### src/rtl/alu_unit.sv
// 8-bit registered ALU: AND, XOR, logical shifts, add, optional sub; 1-cycle latency.
// Optional feature macro: ALU_SUB_EN enables OP 101 = SUB (otherwise it decodes as invalid).
module alu_unit (
    input  logic       clk,
    input  logic       reset,
    input  logic [2:0] OP,
    input  logic [7:0] R1,
    input  logic [7:0] R2,
    output logic [7:0] OUT,
    output logic [1:0] OVERFLOW,
    output logic       ZF
);

    typedef enum logic [2:0] {
        OP_AND = 3'b000,
        OP_XOR = 3'b001,
        OP_SHL = 3'b010,
        OP_SHR = 3'b011,
        OP_ADD = 3'b100,
        OP_SUB = 3'b101
    } op_e;

    logic [7:0]  out_d, out_q;
    logic [1:0]  ovf_d, ovf_q;
    logic        zf_d, zf_q;
    logic        big_shift;
    logic [15:0] shl_w, shr_w;
    logic [8:0]  sum_w, diff_w;

    // Shifts go through a 16-bit window so the spilled half shows which bits were lost.
    assign big_shift = |R1[7:3];
    assign shl_w     = {8'h00, R2} << R1[2:0];
    assign shr_w     = {R2, 8'h00} >> R1[2:0];
    assign sum_w     = {1'b0, R1} + {1'b0, R2};
    assign diff_w    = {1'b0, R1} - {1'b0, R2};

    always_comb begin
        out_d = 8'h00;
        ovf_d = 2'b00;
        case (op_e'(OP))
            OP_AND: out_d = R1 & R2;
            OP_XOR: out_d = R1 ^ R2;
            OP_SHL: begin
                if (big_shift) begin
                    ovf_d[1] = |R2;
                end else begin
                    out_d    = shl_w[7:0];
                    ovf_d[1] = |shl_w[15:8];
                end
            end
            OP_SHR: begin
                if (big_shift) begin
                    ovf_d[0] = |R2;
                end else begin
                    out_d    = shr_w[15:8];
                    ovf_d[0] = |shr_w[7:0];
                end
            end
            OP_ADD: begin
                out_d    = sum_w[7:0];
                ovf_d[1] = sum_w[8];
                ovf_d[0] = (R1[7] == R2[7]) && (sum_w[7] != R1[7]);
            end
`ifdef ALU_SUB_EN
            OP_SUB: begin
                out_d    = diff_w[7:0];
                ovf_d[1] = diff_w[8];
                ovf_d[0] = (R1[7] != R2[7]) && (diff_w[7] != R1[7]);
            end
`endif
            default: begin
                out_d = 8'h00;
                ovf_d = 2'b00;
            end
        endcase
        zf_d = (out_d == 8'h00);
    end

    always_ff @(posedge clk) begin
        if (reset) begin
            out_q <= 8'h00;
            ovf_q <= 2'b00;
            zf_q  <= 1'b1;
        end else begin
            out_q <= out_d;
            ovf_q <= ovf_d;
            zf_q  <= zf_d;
        end
    end

    assign OUT      = out_q;
    assign OVERFLOW = ovf_q;
    assign ZF       = zf_q;

`ifndef ALU_SUB_EN
    logic unused_diff;
    assign unused_diff = ^diff_w;
`endif

endmodule

### config.mk
export PLATFORM = sky130hd
export DESIGN_NAME = alu_unit
export DESIGN_NICKNAME = d
export VERILOG_FILES = /design/src/rtl/alu_unit.sv
export SDC_FILE = /design/constraint.sdc
export NUM_CORES = 1
export LEC_CHECK = 0
export BUFFER_PORTS_ARGS = -buffer_cell sky130_fd_sc_hd__buf_2
export CORE_UTILIZATION = 35
export CTS_CLUSTER_DIAMETER = 150
export DETAILED_ROUTE_END_ITERATION = 10
export GPL_TIMING_DRIVEN = 1
export HOLD_SLACK_MARGIN = 0.02
export PLACE_DENSITY_LB_ADDON = 0.08
export SETUP_SLACK_MARGIN = 0.1
export SYNTH_ARGS = -nofsm -noshare
export SYNTH_HDL_FRONTEND = slang
export SYNTH_SLANG_ARGS = --single-unit
### constraint.sdc
create_clock -name clk -period 2.47 [get_ports clk]
set_input_delay 0.247 -clock clk [delete_from_list [all_inputs] [get_ports clk]]
set_output_delay 0.247 -clock clk [all_outputs]
set_load 0.005 [all_outputs]
Word level (Yosys, flattened, before mapping)
Index checks and enable logic that the tools add are counted.
{"block": "word_totals", "inputBits": 21, "reg_bits": 11, "out_inout_bits": 11}
{"block": "op_classes", "eq_ne": 6, "n_addsub": 1, "n_reduce_logical": 7, "shifts": 2, "n_mux": 7, "bitwise": 2}
{"cell": "case mux 8 bit (5 select lines)", "n": 1}
{"cell": "OR reduction 8 bit", "n": 3}
{"cell": "two-way mux 8 bit", "n": 2}
{"cell": "left shift 8 x 3 -> 16 bit", "n": 1}
{"cell": ">> shifter 16 x 3 -> 16 bit", "n": 1}
{"cell": "adder 8 x 8 -> 9 bit", "n": 1}
{"cell": "AND 8 bit", "n": 1}
{"cell": "zero test 8 bit", "n": 1}
{"cell": "bitwise XOR 8 bit", "n": 1}
{"cell": "== test 3 x 2 -> 1 bit (second input constant)", "n": 2}
{"cell": "OR reduction 5 bit", "n": 1}
{"cell": "case mux 1 bit (2 select lines)", "n": 2}
{"cell": "== test 3 x 1 -> 1 bit (second input constant)", "n": 1}
{"cell": "== test 3 bit (second input constant)", "n": 1}
{"cell": "zero test 3 bit", "n": 1}
{"cell": "two-way mux 1 bit", "n": 2}
{"cell": "== test 1 bit", "n": 1}
{"cell": "logical AND 1 bit", "n": 1}
{"cell": "!= test 1 bit", "n": 1}

Longest topological paths before layout
Gate-level depths: netlist (run 1).
{"block": "logic_depth", "ltp_word": 4, "mapped_depth": 10}

Worst setup path before layout (run 1)
No wires, ideal clock.
{"block": "synth_timing", "kind": "in2reg", "start": "in R1[0]", "end": "reg zf_q (netlist: ZF)", "t_required_ns": 2.354, "stages": 8, "setup_ns": 0.116, "t_arrival_ns": 1.799, "path_slack_ns": 0.555, "path_buffers": 0, "cell_sequence": "ha_1 fa_1 nand3_1 a21oi_1 o21a_1 nor2_1 a2111oi_4 a41o_1"}
{"block": "synth_via", "elab_chain_cells": 4}
{"item": "from (decl)", "line_no": "7", "source": "input logic [7:0] R1,"}
{"item": "branches (longest 2 deep; another with adder 8 x 8 -> 9 bit)"}
{"item": "case mux 8 bit (5 select lines) (*)", "line_no": "40", "source": "case (op_e'(OP))"}
{"item": "zero test 8 bit (*)", "line_no": "76", "source": "zf_d = (out_d == 8'h00);"}
{"item": "to (signal assigned)", "line_no": "87", "source": "zf_q <= zf_d;"}
{"item": "to (decl)", "line_no": "25", "source": "logic zf_d, zf_q;"}
Mark *: on every way between the ends.
A chain may end at the register's enable or synchronous reset.

Final worst setup path (run 1)
Same ends and word-level chain as after synthesis.

==> metrics, run 1 <==
outcome=finished, final reports clean; Post-Place Setup Slack=0.221 ns; die width=72.5 um; GRT overflow=0; Startpoint Class=input pin; FP Rows=25; Clock Path Buffers=2; CTS H-tree depth=1; synthesized instance count=210; post-synthesis sequential area ratio=12.7%; HPWL after DPL=3880 um; Syn. warnings=0; CTS Hold Bufs=0; DP Area=1960 um^2; DRC viols=0; post-layout instance area=2010 um^2; Final WS setup=0.451 ns; Slew @ Worst Pin=0.651 ns; die height=72.5 um; clk root buf=clkbuf_8; DRT antenna net count=0; commonest non-fill, non-tap cell in the layout=buf_2; Layout Nets=269; WL/cell=16.4 um; TNS Setup=0 ns; drt total wl=4980 um; maximum fanout along the worst path=5; Period Utilization, post-route=81.8%; Pleak=0.759 nW; layout cells sized above 1=27.4%; gr usage total=19.9%; share of synthesized flip-flops with an asynchronous set or reset=0%; Pre-antenna DRT Iters=4; largest net degree at the start of global routing=29; setup violators final=0; EDFF count, synth=0; FF+latch count, synth=11; Worst slew margin=56.5%; Max Freq=495 MHz; first-pass GRT wire length=8120 um; critical path arrival=2.15 ns; Clock Sinks=11; Mapped Area=1740 um^2; Req. time, crit path=2.60 ns; commonest cells after routing, fill and taps aside=buf_2 (31), nor2_1 (25), nand2_1 (16), dfxtp_1 (11); core footprint=4750 um^2; initial antenna violation count=0; final total power=675 uW; Top FF cell, synth=dfxtp_1; I/O Buffers=31; Netlist cell types=59; clock slew at reported path FFs=0.05 ns; final hold viol count=0; Area Growth Syn to Fin=15.4%; Ports=32; TritonCTS clock tree=built; Resized Gates After CTS=0; Worst setup EP type=flop; synth top area cells=dfxtp_1 (13%), mux4_2 (10%), ha_1 (6.5%), nor2_1 (5.4%), a211oi_1 (3.5%); Syn Nets=241; Syn Area/Cell=8.28 um^2; vias in the first global route=1,636; setup bufs post-CTS=0; Die Area=5250 um^2; minimum clock period=2.02 ns; routed via count=1,753; fin. max-slew vios=0; pwr dens=337 nW/um^2; maximum vdd drop=0.192 mV; diode count=0; critical path class=input pin to flop; Placer Congestion=0.816; CTS Buf Count=3; Hold Path Class=input pin to flop; Layout Utilization=42.2%; Fill cells=526; worst hold stages=2; area fraction of the dominant cell type after synthesis=12.7%; vias per inst=5.77; DRT iter0 DRCs=84; maxcap violations=0; unrepaired setup endpoints after global routing=no; dominant cell type by area after synthesis=dfxtp_1; starting density of the core=36.6%
synth_stat cells (all sizes together) (3+ instances only):
cell	instances
ha	9
a211oi	9
o21a	5
o21ai	12
nor3	6
nor2	25
o211ai	4
buf	13
dfxtp	11
nor3b	6
a21oi	9
nand3	5
inv	4
mux2i	5
nand2b	5
nand2	16
mux2	3
clkbuf	5
a221oi	4
nor2b	4
mux4	10
a31oi	7
a21o	4
per-stage QoR:
| step | instances | hold WS (ns) |
|---|---|---|
| floorplan | 210 | 0.316 |
| global placement | 300 | 0.460 |
| detailed placement | 300 | 0.461 |
| CTS | 304 | 0.209 |
| global route | 304 | 0.211 |
| finish | 304 | 0.210 |
sequential cells by signal (all words and copies together), names as in the netlist:
register / cells
OUT: 8
OVERFLOW: 2
ZF: 1
worst paths after layout:
check              from           to  slack, ns
hold / removal    reset  OVERFLOW[1]       0.21
setup / recovery  R1[0]           ZF       0.45
layer usage:
layer	up-vias	GRT usage, %	routed length (um)
met5	-	0	0
met4	0	3.27	44
met3	7	2.36	177
met2	47	33.7	2330
met1	830	27.6	2430
li1	869	-	-
cell families after synthesis:
family	share of synthesized area [%]
and+or+nand+nor	23.0
DFF	12.7
xor gates and xnor gates	1.01
muxes	18.2
AOI/OAI and AO/OA	30.4
buffers and inverters	7.12
adders and majority gates	7.63
cell type report:
class,instances,area (um^2),area share (%)
Sequential cell,11,220,11.0
Multi-Input combinational cell,176,1400,69.5
Inverter,5,18.8,0.935
Clock inverter,1,5.00,0.249
Tap cell,67,83.8,4.18
Timing Repair Buffer,41,243,12.1
Clock buffer,3,41.3,2.06
critical path, cell delays in order:
cell	delay (ns)
buf_2	0.15
ha_1	0.28
fa_1	0.43
nand3_1	0.16
a21oi_1	0.10
o21a_1	0.21
nor2_1	0.22
a2111oi_4	0.11
a41o_1	0.25
report_power, final:
group | switching, mW | internal, mW
clock network | 0.0662 | 0.111
registers | 0.00193 | 0.186
logic | 0.171 | 0.140
No activity file was read; power rests on OpenSTA's default activity.
==> inputs of run 2 (changes only) <==
==> constraint.sdc (replaced) <==
create_clock -name clk -period 2.12 [get_ports clk]
set_input_delay 0.212 -clock clk [delete_from_list [all_inputs] [get_ports clk]]
set_output_delay 0.212 -clock clk [all_outputs]
set_load 0.005 [all_outputs]
==> run 2 against run 1 <==
  * Die area unchanged
  * Non-clock buffer count rose by 28
  * Setup slack worse by 0.20 ns
  * First-iteration DRC count grew 74%
  * Final cell count increased by 9.2%
  * Combinational power increased by 33%
  * Via count increased by 6.3%
  * Sequential power rose by 16%
  * Critical endpoint unchanged
  * Largest power group unchanged
==> metrics, run 2 (synthesized netlist as in run 1, its figures left out) <==
routed via count=1,863 (+6.3%); Worst setup EP type=flop; pwr dens=372 nW/um^2 (+11%); drt total wl=5150 um (+3.5%); Top Family by Delay on Critical Path=compound AO/OA/AOI/OAI gates; DRC viols=0 (unchanged); initial antenna violation count=0 (unchanged); minimum clock period=1.87 ns; outcome=finished, final reports clean; fin. max-slew vios=0 (unchanged); Req. time, crit path=2.24 ns (-0.36 ns); FP Rows=25 (unchanged); WL/cell=15.5 um (-5.2%); Fill cells=488 (-7.2%); Slowest cell on crit path=ha_1; WHS=0.181 ns (-0.0283 ns); DP Area=2170 um^2 (+11%); layout cells sized above 1=35.5% (+8.0 points); clk root buf=clkbuf_8; critical path class=input pin to flop; Ports=32 (unchanged); Critical Path Stages=9 (unchanged); maxcap violations=0 (unchanged); clock slew at reported path FFs=0.05 ns (about the same); Max Freq=535 MHz; GRT overflow=0 (unchanged); Slew @ Worst Pin=0.445 ns (-0.206 ns); CTS Hold Bufs=0 (unchanged); DRT antenna net count=0 (unchanged); cell mode on critical path=a21oi_1; Area Growth Syn to Fin=27.9%; Period Utilization, post-route=88.2%; gr usage total=20.5% (+0.57 points); Layout Nets=297 (+10%); DRT iter0 DRCs=146 (+74%); Clock Sinks=11 (unchanged); Layout Utilization=46.8% (+4.6 points); commonest cells after routing, fill and taps aside=buf_4 (37), buf_2 (31), nor2_1 (25), nand2_1 (16), dfxtp_1 (11); maximum fanout along the worst path=4 (-1); final total power=828 uW (+23%); HPWL after DPL=4080 um (+5.0%); Crit. Startpoint=R2[3]; TritonCTS clock tree=built; critical path arrival=1.99 ns (-0.16 ns); Pre-antenna DRT Iters=4 (unchanged); post-layout instance area=2220 um^2 (+11%); Max stage delay on crit path=0.31 ns (-0.12 ns); starting density of the core=36.6% (unchanged); Clock Path Buffers=2 (unchanged); maximum vdd drop=0.238 mV (+24%); Post-Place Cells=328 (+9.3%); Die Area=5250 um^2 (unchanged); Placer Congestion=0.780 (-4.4%); diode count=0 (unchanged); CP Cell Sequence=buf_2 > ha_1 > buf_4 > a21oi_1 > a21oi_1 > o21a_1 > nor2_1 > a2111oi_4 > a41o_1; CTS Buf Count=3 (unchanged); Worst slew margin=70.1% (+14 points); Hold Path Class=input pin to flop; Largest register FFs=8 (unchanged); commonest non-fill, non-tap cell in the layout=buf_4; setup violators final=0 (unchanged); largest net degree at the start of global routing=27 (-6.9%); vias in the first global route=1,736 (+6.1%); Critical Path Sink=ZF; die width=72.5 um (unchanged); final hold viol count=0 (unchanged); Pleak=0.892 nW (+17%); final cell count without fillers=332 (+9.2%); CP Buf/Inv Count=2 (+1); I/O Buffers=31 (unchanged); die height=72.5 um (unchanged); core footprint=4750 um^2 (unchanged); Startpoint Class=input pin; vias per inst=5.61 (-2.7%); unrepaired setup endpoints after global routing=no; CTS H-tree depth=1 (unchanged); first-pass GRT wire length=8520 um (+4.9%)
==> run 2: cell count changes in the layout (fill, tap and decap cells not counted) <==
cell / delta
buf_4: +28
a311oi_1: -1
a311oi_2: +1
clkbuf_1: +1
clkinv_2: -1
fa_1: -1
fa_2: +1
==> run 2: cell type report <==
type                            count  area, um^2  area share, %
Inverter                            5        18.8          0.844
Timing Repair Buffer               69         453           20.4
Multi-Input combinational cell    176        1400           63.1
Sequential cell                    11         220           9.90
Tap cell                           67        83.8           3.77
Clock buffer                        4        45.0           2.02
==> run 2: report_power, final <==
| group | switching (mW) | total, mW | internal [mW] |
|---|---|---|---|
| Sequential | 0.00245 | 0.219 | 0.217 |
| Clock | 0.0654 | 0.196 | 0.131 |
| Combinational | 0.210 | 0.413 | 0.203 |
| Total | 0.278 | 0.828 | 0.551 |
==> run 2: how the worst min path moves through the flow <==
stage	to	slack, ns	depth (start not counted)	from
CTS	OVERFLOW[0]	0.18	2	reset
floorplan	OVERFLOW[0]	0.28	1	reset
global placement	OVERFLOW[1]	0.42	2	reset
finish	OVERFLOW[0]	0.18	2	reset
detailed placement	OVERFLOW[0]	0.42	2	reset
global route	OVERFLOW[1]	0.19	2	reset
==> run 2: per-layer routing <==
metal	vias up	wire [um]	track usage (%)
li1	926	-	-
met1	901	2550	29.4
met2	36	2510	35.6
met3	0	96	1.25
met4	0	0	0.654
met5	-	0	0
==> run 2: metrics by stage <==
step	setup slack, ns	TNS (ns)
3_3_place_gp	-0.000238	-0.000238
4_1_cts	0.203	0
3_5_place_dp	-0.0250	-0.0250
2_1_floorplan	0.240	0
6_report	0.250	0
5_1_grt	0.106	0
==> run 2: timing repair <==
item | 4_1_cts | 5_1_grt
buffers inserted | 0 | 0
setup endpoints to repair | 0 | 1
gates resized for setup | 0 | 2
==> inputs of run 3 (changes only) <==
--- a/config.mk
+++ b/config.mk
@@ -11,7 +11,7 @@
 export DETAILED_ROUTE_END_ITERATION = 10
 export GPL_TIMING_DRIVEN = 1
 export HOLD_SLACK_MARGIN = 0.02
-export PLACE_DENSITY_LB_ADDON = 0.08
+export PLACE_DENSITY_LB_ADDON = 0.12
 export SETUP_SLACK_MARGIN = 0.1
 export SYNTH_ARGS = -nofsm -noshare
 export SYNTH_HDL_FRONTEND = slang
==> run 3 against run 2 <==
  * First-iteration DRC count down 24%
  * Fmax is essentially flat
  * Sequential cell count did not move
  * Critical endpoint unchanged
==> metrics, run 3 (synthesized netlist as in run 1, its figures left out) <==
maximum vdd drop=0.218 mV (-8.4%); GRT overflow=0 (unchanged); Period Utilization, post-route=88.3% (about the same); Slowest cell on crit path=fa_1; Crit. Startpoint=R1[0]; Post-Place Setup Slack=-0.0501 ns (-0.0251 ns); pwr dens=378 nW/um^2 (+1.6%); Largest register FFs=8 (unchanged); first-pass GRT wire length=8650 um (+1.5%); commonest cells after routing, fill and taps aside=buf_4 (33), buf_2 (31), nor2_1 (24), nand2_1 (16), dfxtp_1 (11); Comb pwr share=49.2% (-0.6 points); Slew @ Worst Pin=0.538 ns (+0.0930 ns); DRT antenna net count=0 (unchanged); WL/cell=15.9 um (+2.6%); HPWL after DPL=4150 um (+1.8%); Switch Pwr=286 uW (+2.9%); setup bufs post-CTS=0 (unchanged); Clock Sinks=11 (unchanged); core footprint=4750 um^2 (unchanged); drt total wl=5220 um (+1.4%); layout cells sized above 1=34.9% (-0.61 points); WHS=0.168 ns (-0.0131 ns); TNS Setup=0 ns (unchanged); initial antenna violation count=0 (unchanged); Critical Path Stages=9 (unchanged); starting density of the core=36.6% (unchanged); maximum fanout along the worst path=3 (-1); Final WS setup=0.248 ns (-0.00156 ns); Clock Path Buffers=2 (unchanged); Die Area=5250 um^2 (unchanged); Hold Path Class=input pin to flop; Max stage delay on crit path=0.40 ns (+0.09 ns); clk root buf=clkbuf_8; fin. max-slew vios=0 (unchanged); Post-Place Cells=324 (-1.2%); largest net degree at the start of global routing=19 (-30%); Top Family by Delay on Critical Path=adder cells; minimum clock period=1.87 ns (+0.00156 ns); critical path class=input pin to flop; Max Freq=534 MHz (about the same); Fill cells=491 (+0.61%); worst hold stages=2 (unchanged); CTS H-tree depth=1 (unchanged); vias in the first global route=1,729 (-0.40%); die width=72.5 um (unchanged); unrepaired setup endpoints after global routing=no; Req. time, crit path=2.30 ns (+0.06 ns); gr usage total=21.2% (+0.66 points); CP Cell Sequence=buf_2 > ha_1 > fa_1 > nand3_1 > a21oi_1 > nor3_2 > nor2_2 > a2111oi_4 > a41o_1; diode count=0 (unchanged); final cell count without fillers=328 (-1.2%); DRC viols=0 (unchanged); CTS Hold Bufs=0 (unchanged); min-delay src=reset; Worst slew margin=63.8% (-6.2 points); Ports=32 (unchanged); vias per inst=5.62 (+0.13%); Layout Nets=293 (-1.3%); outcome=finished, final reports clean; Placer Congestion=0.774 (-0.73%); register area=220 um^2 (unchanged); setup violators final=0 (unchanged); switching power share of the total=34.4% (+0.84 points); FP Rows=25 (unchanged); critical path arrival=2.05 ns (+0.06 ns); clock slew at reported path FFs=0.05 ns (about the same); Startpoint Class=input pin; I/O Buffers=31 (unchanged); DRT iter0 DRCs=111 (-24%); Worst setup EP type=flop; Sequential Power Share=26.3% (-0.2 points); CTS Buf Count=3 (unchanged); final hold viol count=0 (unchanged); routed via count=1,843 (-1.1%); Pre-antenna DRT Iters=4 (unchanged); commonest non-fill, non-tap cell in the layout=buf_4; area of the multi-input gates=1410 um^2 (+0.36%); Pleak=0.876 nW (-1.8%); die height=72.5 um (unchanged); CP Buf/Inv Count=1 (-1); maxcap violations=0 (unchanged); Area Growth Syn to Fin=26.5%; Layout Utilization=46.3% (-0.53 points); internal power=546 uW (-0.85%); Clock power frac=24.6% (+0.9 points); TritonCTS clock tree=built
## run 3: path summary, 6_finish.rpt
| kind | end | slack, ns |
|---|---|---|
| max | ZF | 0.25 |
| min | OVERFLOW[1] | 0.17 |
## run 3: metal layers
metal  global-route usage, %  share of wire, %  vias to the layer above
met4                    6.10               1.5                        0
met3                    2.08               4.2                        8
met2                    35.3                47                       60
li1                        -                 -                      923
met5                       0                 0                        -
met1                    28.9                47                      852
## run 3: final cells by class
type,instances,share of cell area (%)
inverters,5,0.853
clock buffers,4,2.05
well taps,67,3.81
flip-flops and latches,11,10.0
multi-input cells,176,64.0
repair buffers,65,19.2
## run 3: per-stage QoR
stage                     instance area (um^2)  total power, mW
after floorplan                           1740            0.483
after global placement                    2140            0.625
after detailed placement                  2140            0.625
after CTS                                 2190            0.833
after global routing                      2200            0.889
final                                     2200            0.832
## run 3: timing repair
item / in CTS / in global routing
setup endpoints to repair: 0 / 2
endpoints found under the hold margin: 0 / 0
gates resized for setup: 0 / 3
## run 3: power by group through the flow
stage / Clock, mW / Combinational, mW / Sequential [mW]
6_report: 0.205 / 0.409 / 0.218
5_1_grt: 0.220 / 0.450 / 0.219
4_1_cts: 0.210 / 0.405 / 0.218
3_5_place_dp: 0 / 0.403 / 0.222
3_3_place_gp: 0 / 0.402 / 0.223
2_1_floorplan: 0 / 0.259 / 0.224
